**src/rtl/axif_frame_writer_if.sv**
```systemverilog
// AXI4 write-address/data/response channels plus the pixel stream that feeds them.
// master = the frame writer side, slave = the memory/stream side.
interface axif_frame_writer_if #(
  parameter int unsigned ID_WIDTH   = 2,
  parameter int unsigned DATA_WIDTH = 32,
  parameter int unsigned ADDR_WIDTH = 18
);
  logic [ID_WIDTH-1:0]     awid;
  logic [ADDR_WIDTH-1:0]   awaddr;
  logic [7:0]              awlen;
  logic [2:0]              awsize;
  logic [1:0]              awburst;
  logic                    awlock;
  logic [3:0]              awcache;
  logic [2:0]              awprot;
  logic [3:0]              awqos;
  logic                    awvalid;
  logic                    awready;

  logic [DATA_WIDTH-1:0]   wdata;
  logic [DATA_WIDTH/8-1:0] wstrb;
  logic                    wlast;
  logic                    wvalid;
  logic                    wready;

  logic [ID_WIDTH-1:0]     bid;
  logic [1:0]              bresp;
  logic                    bvalid;
  logic                    bready;

  logic                    s_valid;
  logic                    s_ready;
  logic [DATA_WIDTH-1:0]   s_data;

  modport master (
    output awid, awaddr, awlen, awsize, awburst, awlock, awcache, awprot, awqos, awvalid,
    input  awready,
    output wdata, wstrb, wlast, wvalid,
    input  wready,
    input  bid, bresp, bvalid,
    output bready,
    input  s_valid, s_data,
    output s_ready
  );

  modport slave (
    input  awid, awaddr, awlen, awsize, awburst, awlock, awcache, awprot, awqos, awvalid,
    output awready,
    input  wdata, wstrb, wlast, wvalid,
    output wready,
    output bid, bresp, bvalid,
    input  bready,
    output s_valid, s_data,
    input  s_ready
  );
endinterface

```
**src/rtl/axif_frame_writer.sv**
```systemverilog
// AXI4 write master: streams one frame of pixel words into memory as INCR bursts,
// one burst outstanding at a time, never crossing a 4 KB boundary.
module axif_frame_writer #(
  parameter int unsigned ID_WIDTH   = 2,
  parameter int unsigned DATA_WIDTH = 32,
  parameter int unsigned ADDR_WIDTH = 18,
  parameter int unsigned BURST_LEN  = 16,
  parameter int unsigned AXI_ID     = 0
) (
  input  logic                  clk,
  input  logic                  rst,
  input  logic                  i_start,
  input  logic [ADDR_WIDTH-1:0] i_base_addr,
  input  logic [ADDR_WIDTH-2:0] i_n_pixels,
  output logic                  o_busy,
  output logic                  o_done,
  output logic                  o_err,
  axif_frame_writer_if.master   axi
);

  localparam int unsigned CntW  = ADDR_WIDTH - 1;
  localparam int unsigned StrbW = DATA_WIDTH / 8;

  typedef enum logic [1:0] {StIdle, StAw, StW, StB} state_e;

  state_e                state_q, state_d;
  logic [ADDR_WIDTH-1:0] addr_q, addr_d;
  logic [CntW-1:0]       rem_q, rem_d;
  logic [8:0]            beat_q, beat_d;
  logic                  busy_q, busy_d;
  logic                  done_q, done_d;
  logic                  err_q, err_d;

  logic [CntW-1:0]       room_c;
  logic [CntW-1:0]       beats_c;
  logic                  w_hs;
  logic                  b_bad;

  // Burst size: limited by remaining pixels, BURST_LEN and words left in this 4 KB page.
  always_comb begin
    room_c  = CntW'(11'd1024 - {1'b0, addr_q[11:2]});
    beats_c = CntW'(BURST_LEN);
    if (rem_q < beats_c) beats_c = rem_q;
    if (room_c < beats_c) beats_c = room_c;
  end

  always_comb begin
    state_d = state_q;
    addr_d  = addr_q;
    rem_d   = rem_q;
    beat_d  = beat_q;
    busy_d  = busy_q;
    done_d  = 1'b0;
    err_d   = err_q;
    w_hs    = (state_q == StW) && axi.s_valid && axi.wready;
    b_bad   = (axi.bresp != 2'b00) || (axi.bid != ID_WIDTH'(AXI_ID));

    unique case (state_q)
      StIdle: begin
        // busy stays high through the done cycle so a coincident start is ignored
        if (done_q) begin
          busy_d = 1'b0;
        end else if (i_start && !busy_q) begin
          addr_d = i_base_addr & ~ADDR_WIDTH'(3);
          rem_d  = i_n_pixels;
          busy_d = 1'b1;
          err_d  = 1'b0;
          if (i_n_pixels == '0) begin
            done_d = 1'b1;
          end else begin
            state_d = StAw;
          end
        end
      end
      StAw: begin
        if (axi.awready) begin
          beat_d  = 9'(beats_c);
          state_d = StW;
        end
      end
      StW: begin
        if (w_hs) begin
          beat_d = beat_q - 9'd1;
          rem_d  = rem_q - CntW'(1);
          addr_d = addr_q + ADDR_WIDTH'(4);
          if (beat_q == 9'd1) state_d = StB;
        end
      end
      StB: begin
        if (axi.bvalid) begin
          if (b_bad) err_d = 1'b1;
          if (rem_q != '0) begin
            state_d = StAw;
          end else begin
            state_d = StIdle;
            done_d  = 1'b1;
          end
        end
      end
      default: state_d = StIdle;
    endcase
  end

  always_ff @(posedge clk) begin
    if (rst) begin
      state_q <= StIdle;
      addr_q  <= '0;
      rem_q   <= '0;
      beat_q  <= '0;
      busy_q  <= 1'b0;
      done_q  <= 1'b0;
      err_q   <= 1'b0;
    end else begin
      state_q <= state_d;
      addr_q  <= addr_d;
      rem_q   <= rem_d;
      beat_q  <= beat_d;
      busy_q  <= busy_d;
      done_q  <= done_d;
      err_q   <= err_d;
    end
  end

  assign axi.awid    = ID_WIDTH'(AXI_ID);
  assign axi.awaddr  = addr_q;
  assign axi.awlen   = 8'(beats_c - CntW'(1));
  assign axi.awsize  = 3'b010;
  assign axi.awburst = 2'b01;
  assign axi.awlock  = 1'b0;
  assign axi.awcache = 4'b0011;
  assign axi.awprot  = 3'b000;
  assign axi.awqos   = 4'b0000;
  assign axi.awvalid = (state_q == StAw);

  // W channel is a straight pass-through of the pixel stream while in StW.
  assign axi.wdata   = axi.s_data;
  assign axi.wstrb   = {StrbW{1'b1}};
  assign axi.wlast   = (state_q == StW) && (beat_q == 9'd1);
  assign axi.wvalid  = (state_q == StW) && axi.s_valid;
  assign axi.s_ready = (state_q == StW) && axi.wready;

  assign axi.bready  = (state_q == StB);

  assign o_busy = busy_q;
  assign o_done = done_q;
  assign o_err  = err_q;

endmodule

```
**src/flat_wrapper.sv**
```systemverilog
// flat-port wrapper written by rule: the top's interface ports become plain ports
module axif_frame_writer_flat 
#(
  parameter int unsigned ID_WIDTH   = 2,
  parameter int unsigned DATA_WIDTH = 32,
  parameter int unsigned ADDR_WIDTH = 18,
  parameter int unsigned BURST_LEN  = 16,
  parameter int unsigned AXI_ID     = 0
)
  (clk, rst, i_start, i_base_addr, i_n_pixels, o_busy, o_done, o_err, axi_awid, axi_awaddr, axi_awlen, axi_awsize, axi_awburst, axi_awlock, axi_awcache, axi_awprot, axi_awqos, axi_awvalid, axi_awready, axi_wdata, axi_wstrb, axi_wlast, axi_wvalid, axi_wready, axi_bid, axi_bresp, axi_bvalid, axi_bready, axi_s_valid, axi_s_data, axi_s_ready);
  axif_frame_writer_if #(.ID_WIDTH(ID_WIDTH), .DATA_WIDTH(DATA_WIDTH), .ADDR_WIDTH(ADDR_WIDTH)) axi_i ();
  input  logic clk;
  input  logic rst;
  input  logic i_start;
  input  logic [ADDR_WIDTH-1:0] i_base_addr;
  input  logic [ADDR_WIDTH-2:0] i_n_pixels;
  output logic o_busy;
  output logic o_done;
  output logic o_err;
  output wire logic [$bits(axi_i.awid)-1:0] axi_awid;
  output wire logic [$bits(axi_i.awaddr)-1:0] axi_awaddr;
  output wire logic [$bits(axi_i.awlen)-1:0] axi_awlen;
  output wire logic [$bits(axi_i.awsize)-1:0] axi_awsize;
  output wire logic [$bits(axi_i.awburst)-1:0] axi_awburst;
  output wire logic [$bits(axi_i.awlock)-1:0] axi_awlock;
  output wire logic [$bits(axi_i.awcache)-1:0] axi_awcache;
  output wire logic [$bits(axi_i.awprot)-1:0] axi_awprot;
  output wire logic [$bits(axi_i.awqos)-1:0] axi_awqos;
  output wire logic [$bits(axi_i.awvalid)-1:0] axi_awvalid;
  input wire logic [$bits(axi_i.awready)-1:0] axi_awready;
  output wire logic [$bits(axi_i.wdata)-1:0] axi_wdata;
  output wire logic [$bits(axi_i.wstrb)-1:0] axi_wstrb;
  output wire logic [$bits(axi_i.wlast)-1:0] axi_wlast;
  output wire logic [$bits(axi_i.wvalid)-1:0] axi_wvalid;
  input wire logic [$bits(axi_i.wready)-1:0] axi_wready;
  input wire logic [$bits(axi_i.bid)-1:0] axi_bid;
  input wire logic [$bits(axi_i.bresp)-1:0] axi_bresp;
  input wire logic [$bits(axi_i.bvalid)-1:0] axi_bvalid;
  output wire logic [$bits(axi_i.bready)-1:0] axi_bready;
  input wire logic [$bits(axi_i.s_valid)-1:0] axi_s_valid;
  input wire logic [$bits(axi_i.s_data)-1:0] axi_s_data;
  output wire logic [$bits(axi_i.s_ready)-1:0] axi_s_ready;
  assign axi_awid = axi_i.awid;
  assign axi_awaddr = axi_i.awaddr;
  assign axi_awlen = axi_i.awlen;
  assign axi_awsize = axi_i.awsize;
  assign axi_awburst = axi_i.awburst;
  assign axi_awlock = axi_i.awlock;
  assign axi_awcache = axi_i.awcache;
  assign axi_awprot = axi_i.awprot;
  assign axi_awqos = axi_i.awqos;
  assign axi_awvalid = axi_i.awvalid;
  assign axi_i.awready = axi_awready;
  assign axi_wdata = axi_i.wdata;
  assign axi_wstrb = axi_i.wstrb;
  assign axi_wlast = axi_i.wlast;
  assign axi_wvalid = axi_i.wvalid;
  assign axi_i.wready = axi_wready;
  assign axi_i.bid = axi_bid;
  assign axi_i.bresp = axi_bresp;
  assign axi_i.bvalid = axi_bvalid;
  assign axi_bready = axi_i.bready;
  assign axi_i.s_valid = axi_s_valid;
  assign axi_i.s_data = axi_s_data;
  assign axi_s_ready = axi_i.s_ready;
  axif_frame_writer #(.ID_WIDTH(ID_WIDTH), .DATA_WIDTH(DATA_WIDTH), .ADDR_WIDTH(ADDR_WIDTH), .BURST_LEN(BURST_LEN), .AXI_ID(AXI_ID)) u_core (.clk(clk), .rst(rst), .i_start(i_start), .i_base_addr(i_base_addr), .i_n_pixels(i_n_pixels), .o_busy(o_busy), .o_done(o_done), .o_err(o_err), .axi(axi_i));
endmodule
```
**config.mk**
```make
export PLATFORM = sky130hd
export DESIGN_NAME = axif_frame_writer_flat
export DESIGN_NICKNAME = d
export VERILOG_FILES = /design/src/rtl/axif_frame_writer_if.sv /design/src/rtl/axif_frame_writer.sv /design/src/flat_wrapper.sv
export SDC_FILE = /design/constraint.sdc
export NUM_CORES = 1
export LEC_CHECK = 0
export CAP_MARGIN = 10
export CORE_ASPECT_RATIO = 0.75
export CORE_UTILIZATION = 46
export CTS_BUF_LIST = sky130_fd_sc_hd__clkbuf_4 sky130_fd_sc_hd__clkbuf_8
export DETAILED_ROUTE_END_ITERATION = 10
export PLACE_DENSITY = 0.83
export REMOVE_ABC_BUFFERS = 1
export SLEW_MARGIN = 0
export SYNTH_ARGS = -nofsm -noshare
export SYNTH_HDL_FRONTEND = slang
export SYNTH_SLANG_ARGS = --single-unit
```
**constraint.sdc**
```tcl
create_clock -name clk -period 7.4 [get_ports clk]
set_clock_uncertainty 0.2 [all_clocks]
set_input_delay 1.11 -clock clk [delete_from_list [all_inputs] [get_ports clk]]
set_output_delay 1.11 -clock clk [all_outputs]
set_load 0.02 [all_outputs]
```
==> impl_results.md, run 1 <==
- GRT overflow: 0
- Critical path launch point type: register
- Critical Path Fanout Max: 12
- CTS max path bufs: 2
- Area leader, netlist: dfxtp_1
- Clk_lat worst skew: 0.31 ns
- Chip Width: 115.3 um
- DRT iter0 DRCs: 434
- CP Data Arrival Time: 5.63 ns
- CP endpoint kind: primary output
- Register share of total power: 17.7%
- Primary FF master, synth: dfxtp_1
- Slew HR: 45.93%
- Post-synth EDFFs: 0
- Vias in the first global route: 4,287
- Die Span Y: 86.97 um
- H-tree depth: 2
- Sw Share: 54.62%
- # setup viols final: 0
- Final setup TNS: 0 ns
- Unique cell type count in the Yosys netlist: 77
- P_int: 1279 uW
- Hold Buf Count CTS: 0
- Core footprint: 9196 um2
- Detailed-route via count: 4,710
- Switch Pwr: 1539 uW
- Most common cell in the synthesized netlist: buf_4
- Die Area: 10,030 um2
- PD cells: 561.1 nW/um2
- Layout Area Growth over Synthesis: 13.42%
- Dominant cells by area after synthesis: dfxtp_1 21%, buf_4 9.7%, ha_1 5.7%
- Fin crit period: 6.944 ns
- Worst min-delay path class: reg -> reg
- Initial antenna violation count: 0
- CTS clk-pin slew, worst paths: 0.10 ns
- Pleak: 0.001797 uW
- Post-synthesis register bit count: 47
- Total CTS buffers: 5
- Cell Area, Synth: 4428 um2
- Most common library cells after synthesis: 57 x buf_4, 51 x nand2_1, 47 x dfxtp_1, 46 x a21oi_1, 38 x nor2_1
- Via density: 6.238
- Logic pwr share: 76.2%
- Clock power share: 6.1%
- Row Count: 30
- Final HPWL from detailed placement: 9774 um
- Area of placed instances: 4917 um2
- Status: finished, final reports clean
- Largest net degree at the start of global routing: 75
- Drt pass-1 iters: 5
- Per-cell routed wire length: 17.65 um
- CTS tree: yes
- Max IR drop VDD: 0.0001832 V
- F_max: 0.1440 GHz
- Fin area: 5022 um2
- Final Max Tran Viols: 0
- I/O pin count: 167
- Max-Cap Viols: 0
- Seq/Total Area, Yosys: 21.25%
- Crit path kind: reg -> out
- Syn avg cell area: 7.295 um2
- Clk sink count: 47
- Initial Util: 48.15%
- FFs w/ async S/R, synth: 0%
- Fin crit share: 93.83%
- Final hold vios: 0
- Final nets: 724
- Share of cells above drive strength 1: 5.742%
- Worst slew pin tran: 0.8043 ns
- Clk root buf: clkbuf_8
- DRT antenna net count: 0
- Antenna fix cells: 0
- Worst Hold Slack: 0.3062 ns
- RSZ-0062 raised after global routing: no
- Gr usage total: 27.02%
- Critical Path RT: 6.09 ns
- RePlAce Congestion: 0.8993
- Yosys top cell area share: 21.25%
- DR DRC count: 0
- Syn Inst Count: 607
- Port bufs: 75
- Detailed Route WL: 13,320 um
- Yosys warnings: 0
- First-pass GRT wire length: 21,440 um
[routing by layer]
metal | up-vias | global-route usage (%) | share of wire, %
met5 | - | 3.590 | 0.28
met4 | 2 | 3.660 | 0.41
met3 | 8 | 9.395 | 11
met2 | 288 | 41.68 | 43
met1 | 2211 | 36.72 | 45
li1 | 2201 | - | -
[area by class of cell]
| type | count | area (um2) |
|---|---|---|
| fillers | 861 | 4174 |
| clock buffers | 6 | 82.58 |
| inverters | 20 | 75.07 |
| repair buffers | 83 | 810.8 |
| well taps | 128 | 160.2 |
| clock inverters | 2 | 16.27 |
| multi-input cells | 469 | 2937 |
| flip-flops and latches | 47 | 940.9 |
[power by group through the flow]
stage / Sequential, uW / Clock [uW] / Combinational (uW)
2_1_floorplan: 511 / 0 / 1370
3_3_place_gp: 489 / 0 / 2050
3_5_place_dp: 497 / 0 / 2100
4_1_cts: 494 / 174 / 2120
5_1_grt: 516 / 187 / 2350
6_report: 500 / 172 / 2150
[state kept, by name, indices dropped and copies added, names as in the netlist]
name / cells
u_core.o_done: 1
u_core.state_q: 2
u_core.axi.awaddr: 16
u_core.o_err: 1
u_core.beat_q: 9
u_core.rem_q: 17
u_core.o_busy: 1
[worst max-delay path, stage by stage, from the launching register on]
cell	delay, ns
dfxtp_1	0.44
or2_1	0.34
or4b_1	0.55
or4_1	0.45
xor2_1	0.16
ha_1	0.33
nand3_1	0.11
nor4_2	0.44
nand2_1	0.10
buf_4	0.19
nand2_1	0.15
a21oi_1	0.12
ha_1	0.32
a211o_1	0.31
a222oi_1	0.45
nand3_1	0.12
nand4b_1	0.13
clkdlybuf4s50_1	0.61
[cell usage in the layout, fill, tap and decap left out, types with 18 or more instances in the layout]
cell              n
ha_1             19
nor3_1           22
dfxtp_1          47
nor2_1           38
conb_1           31
a21oi_1          46
nand2_1          51
a211oi_1         18
clkdlybuf4s50_1  75
inv_1            20
o21ai_0          35
nand3_1          25
[logic make-up (layout without fill, tap and decap cells)]
| kind of cell | after synthesis | count (layout) | share of synthesized area, % |
|---|---|---|---|
| adder cells (fa/ha/maj) | 20 | 20 | 5.651 |
| buffers and inverters | 120 | 111 | 15.26 |
| flip-flops | 47 | 47 | 21.25 |
| XOR/XNOR | 8 | 8 | 1.582 |
| other | 2 | 31 | 0.1696 |
| AO/OA/AOI/OAI | 188 | 188 | 28.51 |
| multiplexers | 4 | 4 | 0.9607 |
| AND/OR/NAND/NOR | 218 | 218 | 26.62 |
[final timing paths]
| kind | from | to | slack [ns] | cells after the start |
|---|---|---|---|---|
| worst min-delay path | u_core.o_err$_SDFFE_PP0P_ | u_core.o_err$_SDFFE_PP0P_ | 0.31 | 2 |
| worst min register to register | u_core.o_err$_SDFFE_PP0P_ | u_core.o_err$_SDFFE_PP0P_ | 0.31 | 2 |
| worst max register to register | u_core.axi.awaddr[3]$_SDFFE_PP0P_ | u_core.beat_q[3]$_SDFFE_PP0P_ | 3.44 | 11 |
| worst max-delay path | u_core.axi.awaddr[3]$_SDFFE_PP0P_ | axi_awlen[4] | 0.46 | 17 |
[stage by stage]
step                      std cells  util (%)  total power [uW]  worst slack, ns
after floorplan                 536         -              1878            1.342
after global placement          747     53.47              2539           0.9166
after detailed placement        747     53.47              2601           0.7562
after CTS                       755     54.54              2784           0.3205
after global routing            755     54.61              3057          0.06847
final                           755     54.61              2818           0.4563
[timing repair]
action / in CTS / in global routing
gates resized for setup: 0 / 1
endpoints found under the setup margin: 0 / 1
setup buffers: 0 / 0
No activity file was read; power rests on OpenSTA's default activity.
==> inputs of run 2 (changes only) <==
--- a/config.mk
+++ b/config.mk
@@ -7,10 +7,10 @@
 export LEC_CHECK = 0
 export CAP_MARGIN = 10
 export CORE_ASPECT_RATIO = 0.75
-export CORE_UTILIZATION = 46
+export CORE_UTILIZATION = 42
 export CTS_BUF_LIST = sky130_fd_sc_hd__clkbuf_4 sky130_fd_sc_hd__clkbuf_8
 export DETAILED_ROUTE_END_ITERATION = 10
-export PLACE_DENSITY = 0.83
+export PLACE_DENSITY = 0.8
 export REMOVE_ABC_BUFFERS = 1
 export SLEW_MARGIN = 0
 export SYNTH_ARGS = -nofsm -noshare
==> constraint.sdc (replaced) <==
create_clock -name clk -period 6.2 [get_ports clk]
set_clock_uncertainty 0.2 [all_clocks]
set_input_delay 0.93 -clock clk [delete_from_list [all_inputs] [get_ports clk]]
set_output_delay 0.93 -clock clk [all_outputs]
set_load 0.02 [all_outputs]
==> run 2 against run 1 <==
Net effect: register-to-register slack worse by 0.92 ns; via count down 0.17%; final area up 2.9%; cell count up 3.2%; clock power up 15%; critical path depth unchanged; flip-flop and latch count unchanged; non-clock buffer count up 16; first-iteration DRC count down 0.69%; power up 22%.
==> impl_results.md, run 2 (synthesis results as in run 1) <==
- Status: finished, final reports clean
- Core footprint: 10,250 um2
- CTS max path bufs: 2
- Worst Hold Slack: 0.3111 ns
- # setup viols final: 0
- Max reg flops: 17
- Slew HR: 50.10%
- Critical path launch point type: register
- Fin crit period: 5.979 ns
- Final HPWL from detailed placement: 10,080 um
- R2r startpoint: u_core.axi.awaddr[2]$_SDFFE_PP0P_
- F_max: 0.1672 GHz
- Critical Path RT: 5.07 ns
- Critical Path Fanout Max: 6
- Via density: 6.036
- DRT antenna net count: 0
- Row Count: 32
- Gr usage total: 24.60%
- Clk_lat worst skew: 0.32 ns
- Final nets: 740
- Register share of total power: 16.5%
- Die Span Y: 90.92 um
- Worst min-delay path class: reg -> reg
- Total CTS buffers: 5
- Per-cell routed wire length: 17.39 um
- Drt pass-1 iters: 6
- Max-Cap Viols: 0
- Clk root buf: clkbuf_8
- Final Max Tran Viols: 0
- Share of cells above drive strength 1: 9.020%
- Detailed Route WL: 13,540 um
- H-tree depth: 2
- Logic pwr share: 77.8%
- Fin crit share: 96.44%
- First-pass GRT wire length: 21,380 um
- DRT iter0 DRCs: 431
- Vias in the first global route: 4,199
- Max IR drop VDD: 0.0002971 V
- CTS clk-pin slew, worst paths: 0.09 ns
- Sw Share: 53.48%
- CP Data Arrival Time: 4.85 ns
- Detailed-route via count: 4,702
- Final hold vios: 0
- Clock power share: 5.7%
- R2R setup slack: 2.52 ns
- RR Endpoint: u_core.beat_q[8]$_SDFFE_PP0P_
- Commonest cells after routing, fill and taps aside: 72 x clkdlybuf4s50_1, 50 x nand2_1, 47 x dfxtp_1
- Power Total: 3447 uW
- Crit path kind: reg -> out
- Worst hold stages: 1
- Layout Area Growth over Synthesis: 16.67%
- Initial antenna violation count: 0
- Most common cell after layout, fill and taps aside: clkdlybuf4s50_1
- Pleak: 0.001907 uW
- DR DRC count: 0
- Die Area: 10,960 um2
- Clk sink count: 47
- Reg2reg path depth: 12
- Largest register by flop count: u_core.rem_q
- Initial Util: 43.20%
- Chip Width: 120.6 um
- Hold EP: u_core.o_busy$_SDFFE_PP0P_
- P_int: 1603 uW
- Port bufs: 75
- Switch Pwr: 1844 uW
- Largest net degree at the start of global routing: 75
- CTS tree: yes
- RePlAce Congestion: 0.8616
- Final Util: 50.40%
- Hold Path Origin: u_core.o_done$_SDFF_PP0_
- Postcts setup bufs: 0
- I/O pin count: 167
- Worst slew pin tran: 0.7484 ns
- Antenna fix cells: 0
- PD cells: 667.2 nW/um2
- GRT overflow: 0
- CP endpoint kind: primary output
run 2: cell count changes in the layout (fill, tap and decap cells not counted), sizes merged:
cell / previous run / this run
clkdlybuf4s50: 75 / 72
clkbuf: 6 / 7
clkinvlp: 1 / 0
clkdlybuf4s15: 0 / 1
dlymetal6s2s: 0 / 2
buf: 8 / 24
run 2: metal layers:
metal  track usage (%)  vias up  wire, um
met1             35.48     2216      6345
met3             8.081       26      1257
li1                  -     2234         -
met2             34.87      224      5736
met5             3.365        -        34
met4             4.938        2       170
run 2: worst max path at each step:
stage,from,endpoint,cells past startpoint
final,u_core.axi.awaddr[2]$_SDFFE_PP0P_,axi_awlen[4],17
after floorplan,u_core.axi.awaddr[2]$_SDFFE_PP0P_,axi_awlen[6],15
after global placement,u_core.axi.awaddr[2]$_SDFFE_PP0P_,axi_awlen[6],17
after detailed placement,u_core.axi.awaddr[2]$_SDFFE_PP0P_,axi_awlen[4],17
after CTS,u_core.axi.awaddr[2]$_SDFFE_PP0P_,axi_awlen[6],17
after global routing,u_core.axi.awaddr[2]$_SDFFE_PP0P_,axi_awlen[4],17
run 2: cell type report:
cell class | count | area (um2)
Fill cell | 1020 | 5084
Multi-Input combinational cell | 469 | 2955
Sequential cell | 47 | 940.9
Timing Repair Buffer | 99 | 935.9
Tap cell | 136 | 170.2
Clock buffer | 7 | 83.83
Inverter | 20 | 75.07
Clock inverter | 1 | 5.005
run 2: critical path, cell delays in order, from the launching register on:
cell	delay, ns
dfxtp_1	0.31
or2_1	0.28
or4b_1	0.57
or4_1	0.44
xor2_1	0.16
ha_1	0.34
nand3_1	0.10
nor4_1	0.29
buf_4	0.18
nand2_1	0.17
nand2_2	0.17
a21oi_2	0.09
ha_2	0.23
a211o_1	0.26
a222oi_1	0.42
nand3_1	0.12
nand4b_1	0.10
clkdlybuf4s15_1	0.30
run 2: repair_timing:
action                     in CTS  in global routing
pin swaps                       0                  2
setup endpoints to repair       2                  3
resized for setup               2                  9
gates cloned                    0                  0
hold buffers                    0                  0
run 2: stage by stage:
| step | setup WS [ns] | cells | area, um2 | setup TNS (ns) |
|---|---|---|---|---|
| after floorplan | 0.3218 | 536 | 3936 | 0 |
| after global placement | 0.3344 | 771 | 5047 | 0 |
| after detailed placement | 0.2650 | 771 | 5047 | 0 |
| after CTS | 0.04329 | 779 | 5136 | 0 |
| after global routing | -0.05392 | 779 | 5166 | -0.05392 |
| final | 0.2207 | 779 | 5166 | 0 |
run 2: power by group through the flow:
stage / clock network, uW / registers (uW) / logic [uW]
final: 198 / 567 / 2680
after global routing: 215 / 587 / 2930
after CTS: 201 / 562 / 2620
after detailed placement: 0 / 569 / 2620
after global placement: 0 / 560 / 2570
after floorplan: 0 / 610 / 1630
